File: src/rtl/alu_mdu_ctrl.sv
// EX-stage ALU control: combinational ALU select decode, plus an iterative
// unsigned multiply/divide sequencer that owns the HI/LO registers and stalls the pipeline.
module alu_mdu_ctrl #(
    parameter int WIDTH  = 32,
    parameter int CTRL_W = 4,
    localparam int CNT_W = $clog2(WIDTH) + 1
) (
    input  logic              clk_i,
    input  logic              rst_i,
    input  logic              valid_i,
    input  logic              flush_i,
    input  logic [1:0]        aluop_i,
    input  logic [5:0]        funct_i,
    input  logic [WIDTH-1:0]  src_a_i,
    input  logic [WIDTH-1:0]  src_b_i,
    output logic [CTRL_W-1:0] alu_ctrl_o,
    output logic              illegal_o,
    output logic              stall_o,
    output logic              md_done_o,
    output logic [WIDTH-1:0]  hi_o,
    output logic [WIDTH-1:0]  lo_o
);

    localparam logic [5:0] FUNCT_MULT = 6'b011000;
    localparam logic [5:0] FUNCT_DIV  = 6'b011010;

    typedef enum logic [1:0] {IDLE, MUL, DIV, DONE} state_t;

    state_t           state_reg, state_next;
    logic [CNT_W-1:0] cnt_reg, cnt_next;
    logic [WIDTH-1:0] acc_hi_reg, acc_hi_next;
    logic [WIDTH-1:0] acc_lo_reg, acc_lo_next;
    logic [WIDTH-1:0] opb_reg, opb_next;
    logic [WIDTH-1:0] hi_reg, hi_next;
    logic [WIDTH-1:0] lo_reg, lo_next;

    logic [3:0] sel;
    logic       is_md;
    logic       unknown_funct;
    logic       md_req;
    logic       last_iter;

    // ---------------- combinational decode ----------------
    always_comb begin
        sel           = 4'b0000;
        is_md         = 1'b0;
        unknown_funct = 1'b0;
        case (aluop_i)
            2'b00: begin
                case (funct_i)
                    6'b100011:            sel = 4'b0000;
                    6'b100001:            sel = 4'b0001;
                    6'b100110:            sel = 4'b0010;
                    6'b100101:            sel = 4'b0011;
                    6'b101011:            sel = 4'b0100;
                    6'b101000:            sel = 4'b0101;
                    FUNCT_MULT, FUNCT_DIV: begin
                        sel   = 4'b1111;
                        is_md = 1'b1;
                    end
                    default: begin
                        sel           = 4'b1111;
                        unknown_funct = 1'b1;
                    end
                endcase
            end
            2'b01:   sel = 4'b0000;
            default: sel = 4'b0001;
        endcase
    end

    assign alu_ctrl_o = CTRL_W'(sel);
    assign illegal_o  = valid_i & unknown_funct;
    assign md_req     = valid_i & is_md;
    assign last_iter  = (cnt_reg == CNT_W'(WIDTH - 1));

    // ---------------- one iteration of each algorithm ----------------
    // Multiply: {acc_hi, acc_lo} is the partial product, acc_lo initially the multiplier.
    logic [WIDTH:0]   mul_sum;
    logic [WIDTH-1:0] mul_hi_step, mul_lo_step;
    assign mul_sum     = {1'b0, acc_hi_reg} + (acc_lo_reg[0] ? {1'b0, opb_reg} : '0);
    assign mul_hi_step = mul_sum[WIDTH:1];
    assign mul_lo_step = {mul_sum[0], acc_lo_reg[WIDTH-1:1]};

    // Divide: acc_hi is the partial remainder, acc_lo shifts dividend out and quotient in.
    logic [WIDTH:0]   div_shift, div_diff;
    logic             div_ge;
    logic [WIDTH-1:0] div_hi_step, div_lo_step;
    assign div_shift   = {acc_hi_reg, acc_lo_reg[WIDTH-1]};
    assign div_diff    = div_shift - {1'b0, opb_reg};
    assign div_ge      = ~div_diff[WIDTH];
    assign div_hi_step = div_ge ? div_diff[WIDTH-1:0] : div_shift[WIDTH-1:0];
    assign div_lo_step = {acc_lo_reg[WIDTH-2:0], div_ge};

    // ---------------- sequencer ----------------
    always_comb begin
        state_next  = state_reg;
        cnt_next    = cnt_reg;
        acc_hi_next = acc_hi_reg;
        acc_lo_next = acc_lo_reg;
        opb_next    = opb_reg;
        hi_next     = hi_reg;
        lo_next     = lo_reg;
        stall_o     = 1'b0;
        case (state_reg)
            IDLE: begin
                if (md_req && !flush_i) begin
                    stall_o  = 1'b1;
                    cnt_next = '0;
                    if (funct_i == FUNCT_DIV) begin
                        if (src_b_i == '0) begin
                            hi_next    = src_a_i;
                            lo_next    = {WIDTH{1'b1}};
                            state_next = DONE;
                        end else begin
                            acc_hi_next = '0;
                            acc_lo_next = src_a_i;
                            opb_next    = src_b_i;
                            state_next  = DIV;
                        end
                    end else begin
                        acc_hi_next = '0;
                        acc_lo_next = src_b_i;
                        opb_next    = src_a_i;
                        state_next  = MUL;
                    end
                end
            end
            MUL: begin
                if (flush_i) begin
                    state_next = IDLE;
                end else begin
                    stall_o     = 1'b1;
                    acc_hi_next = mul_hi_step;
                    acc_lo_next = mul_lo_step;
                    cnt_next    = cnt_reg + 1'b1;
                    if (last_iter) begin
                        hi_next    = mul_hi_step;
                        lo_next    = mul_lo_step;
                        state_next = DONE;
                    end
                end
            end
            DIV: begin
                if (flush_i) begin
                    state_next = IDLE;
                end else begin
                    stall_o     = 1'b1;
                    acc_hi_next = div_hi_step;
                    acc_lo_next = div_lo_step;
                    cnt_next    = cnt_reg + 1'b1;
                    if (last_iter) begin
                        hi_next    = div_hi_step;
                        lo_next    = div_lo_step;
                        state_next = DONE;
                    end
                end
            end
            // Result was committed on the edge into this state; just release the pipeline.
            DONE:    state_next = IDLE;
            default: state_next = IDLE;
        endcase
    end

    always_ff @(posedge clk_i or posedge rst_i) begin
        if (rst_i) begin
            state_reg  <= IDLE;
            cnt_reg    <= '0;
            acc_hi_reg <= '0;
            acc_lo_reg <= '0;
            opb_reg    <= '0;
            hi_reg     <= '0;
            lo_reg     <= '0;
        end else begin
            state_reg  <= state_next;
            cnt_reg    <= cnt_next;
            acc_hi_reg <= acc_hi_next;
            acc_lo_reg <= acc_lo_next;
            opb_reg    <= opb_next;
            hi_reg     <= hi_next;
            lo_reg     <= lo_next;
        end
    end

    assign md_done_o = (state_reg == DONE);
    assign hi_o      = hi_reg;
    assign lo_o      = lo_reg;

endmodule

File: config.mk
export PLATFORM = sky130hd
export DESIGN_NAME = alu_mdu_ctrl
export DESIGN_NICKNAME = d
export VERILOG_FILES = /design/src/rtl/alu_mdu_ctrl.sv
export SDC_FILE = /design/constraint.sdc
export NUM_CORES = 1
export LEC_CHECK = 0
export CORE_MARGIN = 2
export CORE_UTILIZATION = 55
export DETAILED_ROUTE_END_ITERATION = 6
export GPL_TIMING_DRIVEN = 0
export PLACE_DENSITY = 0.79
export SYNTH_ARGS = -nofsm -noshare
export SYNTH_HDL_FRONTEND = slang
export SYNTH_SLANG_ARGS = --single-unit
File: constraint.sdc
create_clock -name clk_i -period 13.7 [get_ports clk_i]
set_input_delay 1.37 -clock clk_i [delete_from_list [all_inputs] [get_ports clk_i]]
set_output_delay 1.37 -clock clk_i [all_outputs]
set_load 0.02 [all_outputs]
==> results.ini <==
[run_status]
run_status=complete, no violations

[synthesis]
yosys.cell_types.count=73
synth_top_area_share_pct=34.4
yosys.area.top_type=sky130_fd_sc_hd__dfrtp_1
dominantRegCellSynth=sky130_fd_sc_hd__dfrtp_1
ys_warn_count=0
synth.ff_latch_count=168
synth_enable_flop_cells=0
seq_area_frac_synth_pct=34.4
syn-mean-instance-area_um2=8.44
syn_inst=1446
post_synth_instance_area_um2=12200
synth.top_cells.by_area=sky130_fd_sc_hd__dfrtp_1, sky130_fd_sc_hd__ha_1, sky130_fd_sc_hd__nand2_1, sky130_fd_sc_hd__o21ai_0, sky130_fd_sc_hd__a21oi_1
ys_async_rst_share_pct=100
synth_nets=1594

[place]
gpl.final_weighted_congestion=0.993
placement.io_buffers=145
dp.cells=1872
final_hpwl_dp_um=34500

[clock_network]
total_of_hold_buffers_inserted_after_clock_tree_synthesis=0
cts_setup_buffers=0
tritoncts=done
clock_sink_count=168
cts.clk_slew.worst_paths_ns=0.08
cts_repair_resize_count=0
cts-buffers-inserted=17
root_buf_cell=sky130_fd_sc_hd__clkbuf_16
cts-root-to-sink-buffers=2
clk-insertion-delay-late_ns=0.45
cts_max_level=4

[critical_path]
crit_path_top_delay_cell=sky130_fd_sc_hd__clkdlybuf4s50_1
crit_path_max_incr_delay_ns=0.61
critPathMaxFanout=7
critical_path.startpoint=funct_i[1]
crit_top_cell=sky130_fd_sc_hd__clkdlybuf4s50_1
setup.worst_path.end_class=output port
worst_path_arrival_time_ns=3.79
timing.critical_path.required_ns=12.33
crit-reg2reg-launch=acc_lo_reg[31]
crit_path_cell_trace=clkdlybuf4s50_1 > nand2_1 > mux2_2 > o22a_1 > o21ai_0 > inv_1 > or3_1 > clkdlybuf4s50_1
setup.worst_path.start_class=input port
criticalPathCategory=in2out

[pwr]
power_leakage_nw=6.48
power_density_nw_per_um2=306
netSwitchingPower_w=0.00230
comb_power_share_pct=69.7
pwr-share-seq_pct=19.5
irDropWorstVdd_uv=172
switching_share_pct=51.5
p_int_w=0.00217
p_clk_share_pct=10.8

[finish]
area_delta_synth_final_pct=19.7
layout.nets=1759
fraction_of_final_layout_cells_sized_beyond_drive_strength_1_pct=6.90
insertedDiodeCount=0
fin_cells=1904

[detailed_routing]
routed_wl_um=44100
detailedRoute.firstPassIterationCount=5
drt_iter0_drc=1373
drtAntennaViolNets=0
route.detailed.vias_per_inst=6.52
wire_per_inst_um=23.1
drc=0
dr_total_vias=12400

[floorplan]
initial_utilization_pct=55.9
placeableCoreArea_um2=21800
die-area_um2=23400
die_w_um=153
floorplan.die.height_um=153
design.portCount=147
rows=54

[flow_run]
timing.max_cap.violations=0

[timing]
finalSetupViolCount=0
final.setup_skew_ns=0.0178
rsz0062_at_grt=false
timing.setup.tns_ns=0
final_hold_violating_endpoints=0
min_period_ns=5.16
drv_slew=0
worst_slew_margin_rel_pct=37.3
fmax_mhz=194
timing.final.crit_share_pct=37.6
slew_at_the_pin_closest_to_its_max_slew_limit_ns=0.934

[global_routing]
first_global_vias=12000
grt_antenna_before_repair=0
grt_first_pass_wirelength_um=68500
grt_max_degree=117
globalRouteTotalUtil_pct=37.5
overflow=0

[hold_path]
hold_path_startpoint=lo_o[5]
hold_path.class=reg2reg

==> power groups by stage <==
stage | Clock [W] | Combinational (W) | Sequential, W
after floorplan | 0 | 0.00200 | 0.000909
after global placement | 0 | 0.00301 | 0.000866
after detailed placement | 0 | 0.00305 | 0.000869
after CTS | 0.000481 | 0.00307 | 0.000864
after global routing | 0.000501 | 0.00336 | 0.000890
final | 0.000483 | 0.00312 | 0.000874
==> cells in the mapped netlist, types with 6 or more instances <==
library cell / n
sky130_fd_sc_hd__nand2_1: 225
sky130_fd_sc_hd__dfrtp_1: 168
sky130_fd_sc_hd__o21ai_0: 150
sky130_fd_sc_hd__a21oi_1: 104
sky130_fd_sc_hd__clkbuf_1: 71
sky130_fd_sc_hd__ha_1: 70
sky130_fd_sc_hd__inv_1: 53
sky130_fd_sc_hd__nor2_1: 47
sky130_fd_sc_hd__a31oi_1: 46
sky130_fd_sc_hd__mux2_2: 45
sky130_fd_sc_hd__xnor2_1: 38
sky130_fd_sc_hd__and3_1: 37
sky130_fd_sc_hd__a221oi_1: 35
sky130_fd_sc_hd__and2_1: 34
sky130_fd_sc_hd__mux2i_1: 34
sky130_fd_sc_hd__a21o_1: 24
sky130_fd_sc_hd__xor2_1: 20
sky130_fd_sc_hd__nand3_1: 18
sky130_fd_sc_hd__o21ai_1: 16
sky130_fd_sc_hd__a22oi_1: 15
sky130_fd_sc_hd__nand4_1: 14
sky130_fd_sc_hd__nor2b_1: 13
sky130_fd_sc_hd__nor3_1: 13
sky130_fd_sc_hd__a211oi_1: 12
sky130_fd_sc_hd__o21a_1: 12
sky130_fd_sc_hd__nor4_1: 11
sky130_fd_sc_hd__nand2b_1: 10
sky130_fd_sc_hd__buf_2: 9
sky130_fd_sc_hd__o31ai_1: 8
sky130_fd_sc_hd__o31a_1: 7
sky130_fd_sc_hd__or3_1: 7
sky130_fd_sc_hd__o211ai_1: 6
sky130_fd_sc_hd__o21bai_1: 6
==> final timing paths <==
kind / to / slack [ns] / depth (start not counted)
min: lo_o[5] / 0.49 / 2
min reg2reg: lo_o[5] / 0.49 / 2
max reg2reg: hi_o[17] / 9.22 / 13
max in group asynchronous: hi_o[22] / 11.46 / 3
min in group asynchronous: lo_o[4] / 1.32 / 2
max: alu_ctrl_o[0] / 8.54 / 8
==> stage by stage <==
stage / util [%] / power, W / hold WS [ns] / setup slack (ns) / instance area (um^2)
CTS: 67.0 / 0.00442 / 0.488 / 8.51 / 14600
finish: 67.0 / 0.00447 / 0.487 / 8.54 / 14600
global placement: 64.2 / 0.00388 / 0.466 / 5.41 / 14000
floorplan: - / 0.00291 / 0.463 / 7.78 / 12200
detailed placement: 64.4 / 0.00392 / 0.470 / 8.52 / 14000
global route: 67.0 / 0.00475 / 0.523 / 8.39 / 14600
==> area by class of cell <==
cell class | count | area, um^2
multi-input combinational | 1139 | 7450
fill | 1876 | 7200
sequential | 168 | 4200
timing repair buffer | 146 | 1480
clock buffer | 17 | 425
buffer | 86 | 353
tap | 280 | 350
inverter | 53 | 206
clock inverter | 15 | 149
==> cells in the final DEF, fill, tap and decap left out, types with 10 or more instances in the layout <==
master                            count
sky130_fd_sc_hd__nand2_1            225
sky130_fd_sc_hd__dfrtp_1            168
sky130_fd_sc_hd__o21ai_0            150
sky130_fd_sc_hd__clkdlybuf4s50_1    145
sky130_fd_sc_hd__a21oi_1            104
sky130_fd_sc_hd__clkbuf_1            71
sky130_fd_sc_hd__ha_1                70
sky130_fd_sc_hd__inv_1               52
sky130_fd_sc_hd__nor2_1              47
sky130_fd_sc_hd__a31oi_1             46
sky130_fd_sc_hd__mux2_2              45
sky130_fd_sc_hd__xnor2_1             38
sky130_fd_sc_hd__and3_1              37
sky130_fd_sc_hd__a221oi_1            35
sky130_fd_sc_hd__and2_1              34
sky130_fd_sc_hd__mux2i_1             34
sky130_fd_sc_hd__a21o_1              24
sky130_fd_sc_hd__xor2_1              20
sky130_fd_sc_hd__nand3_1             18
sky130_fd_sc_hd__clkbuf_16           17
sky130_fd_sc_hd__o21ai_1             16
sky130_fd_sc_hd__a22oi_1             15
sky130_fd_sc_hd__nand4_1             14
sky130_fd_sc_hd__nor3_1              13
sky130_fd_sc_hd__nor2b_1             13
sky130_fd_sc_hd__o21a_1              12
sky130_fd_sc_hd__a211oi_1            12
sky130_fd_sc_hd__nor4_1              11
sky130_fd_sc_hd__nand2b_1            10
==> kinds of logic after synthesis <==
family | share of synthesized area (%)
compound gates | 25.0
simple gates | 16.8
fa+ha+maj | 7.50
flops | 34.4
xor+xnor | 4.16
buf+inv | 4.52
mux | 7.62
==> routing by layer <==
layer | vias to the layer above | track usage [%] | share of wire [%]
li1 | 5626 | - | -
met1 | 6062 | 52.2 | 42
met2 | 608 | 58.5 | 45
met3 | 110 | 7.51 | 9.4
met4 | 0 | 13.5 | 3.7
met5 | - | 0 | 0
==> critical path: cells and delay by family <==
family / cells / cell delay (ns)
compound gates: 2 / 0.41
mux: 1 / 0.27
buf+inv: 3 / 1.25
simple gates: 2 / 0.48
Note: power is estimated with default switching activity, not from simulation.
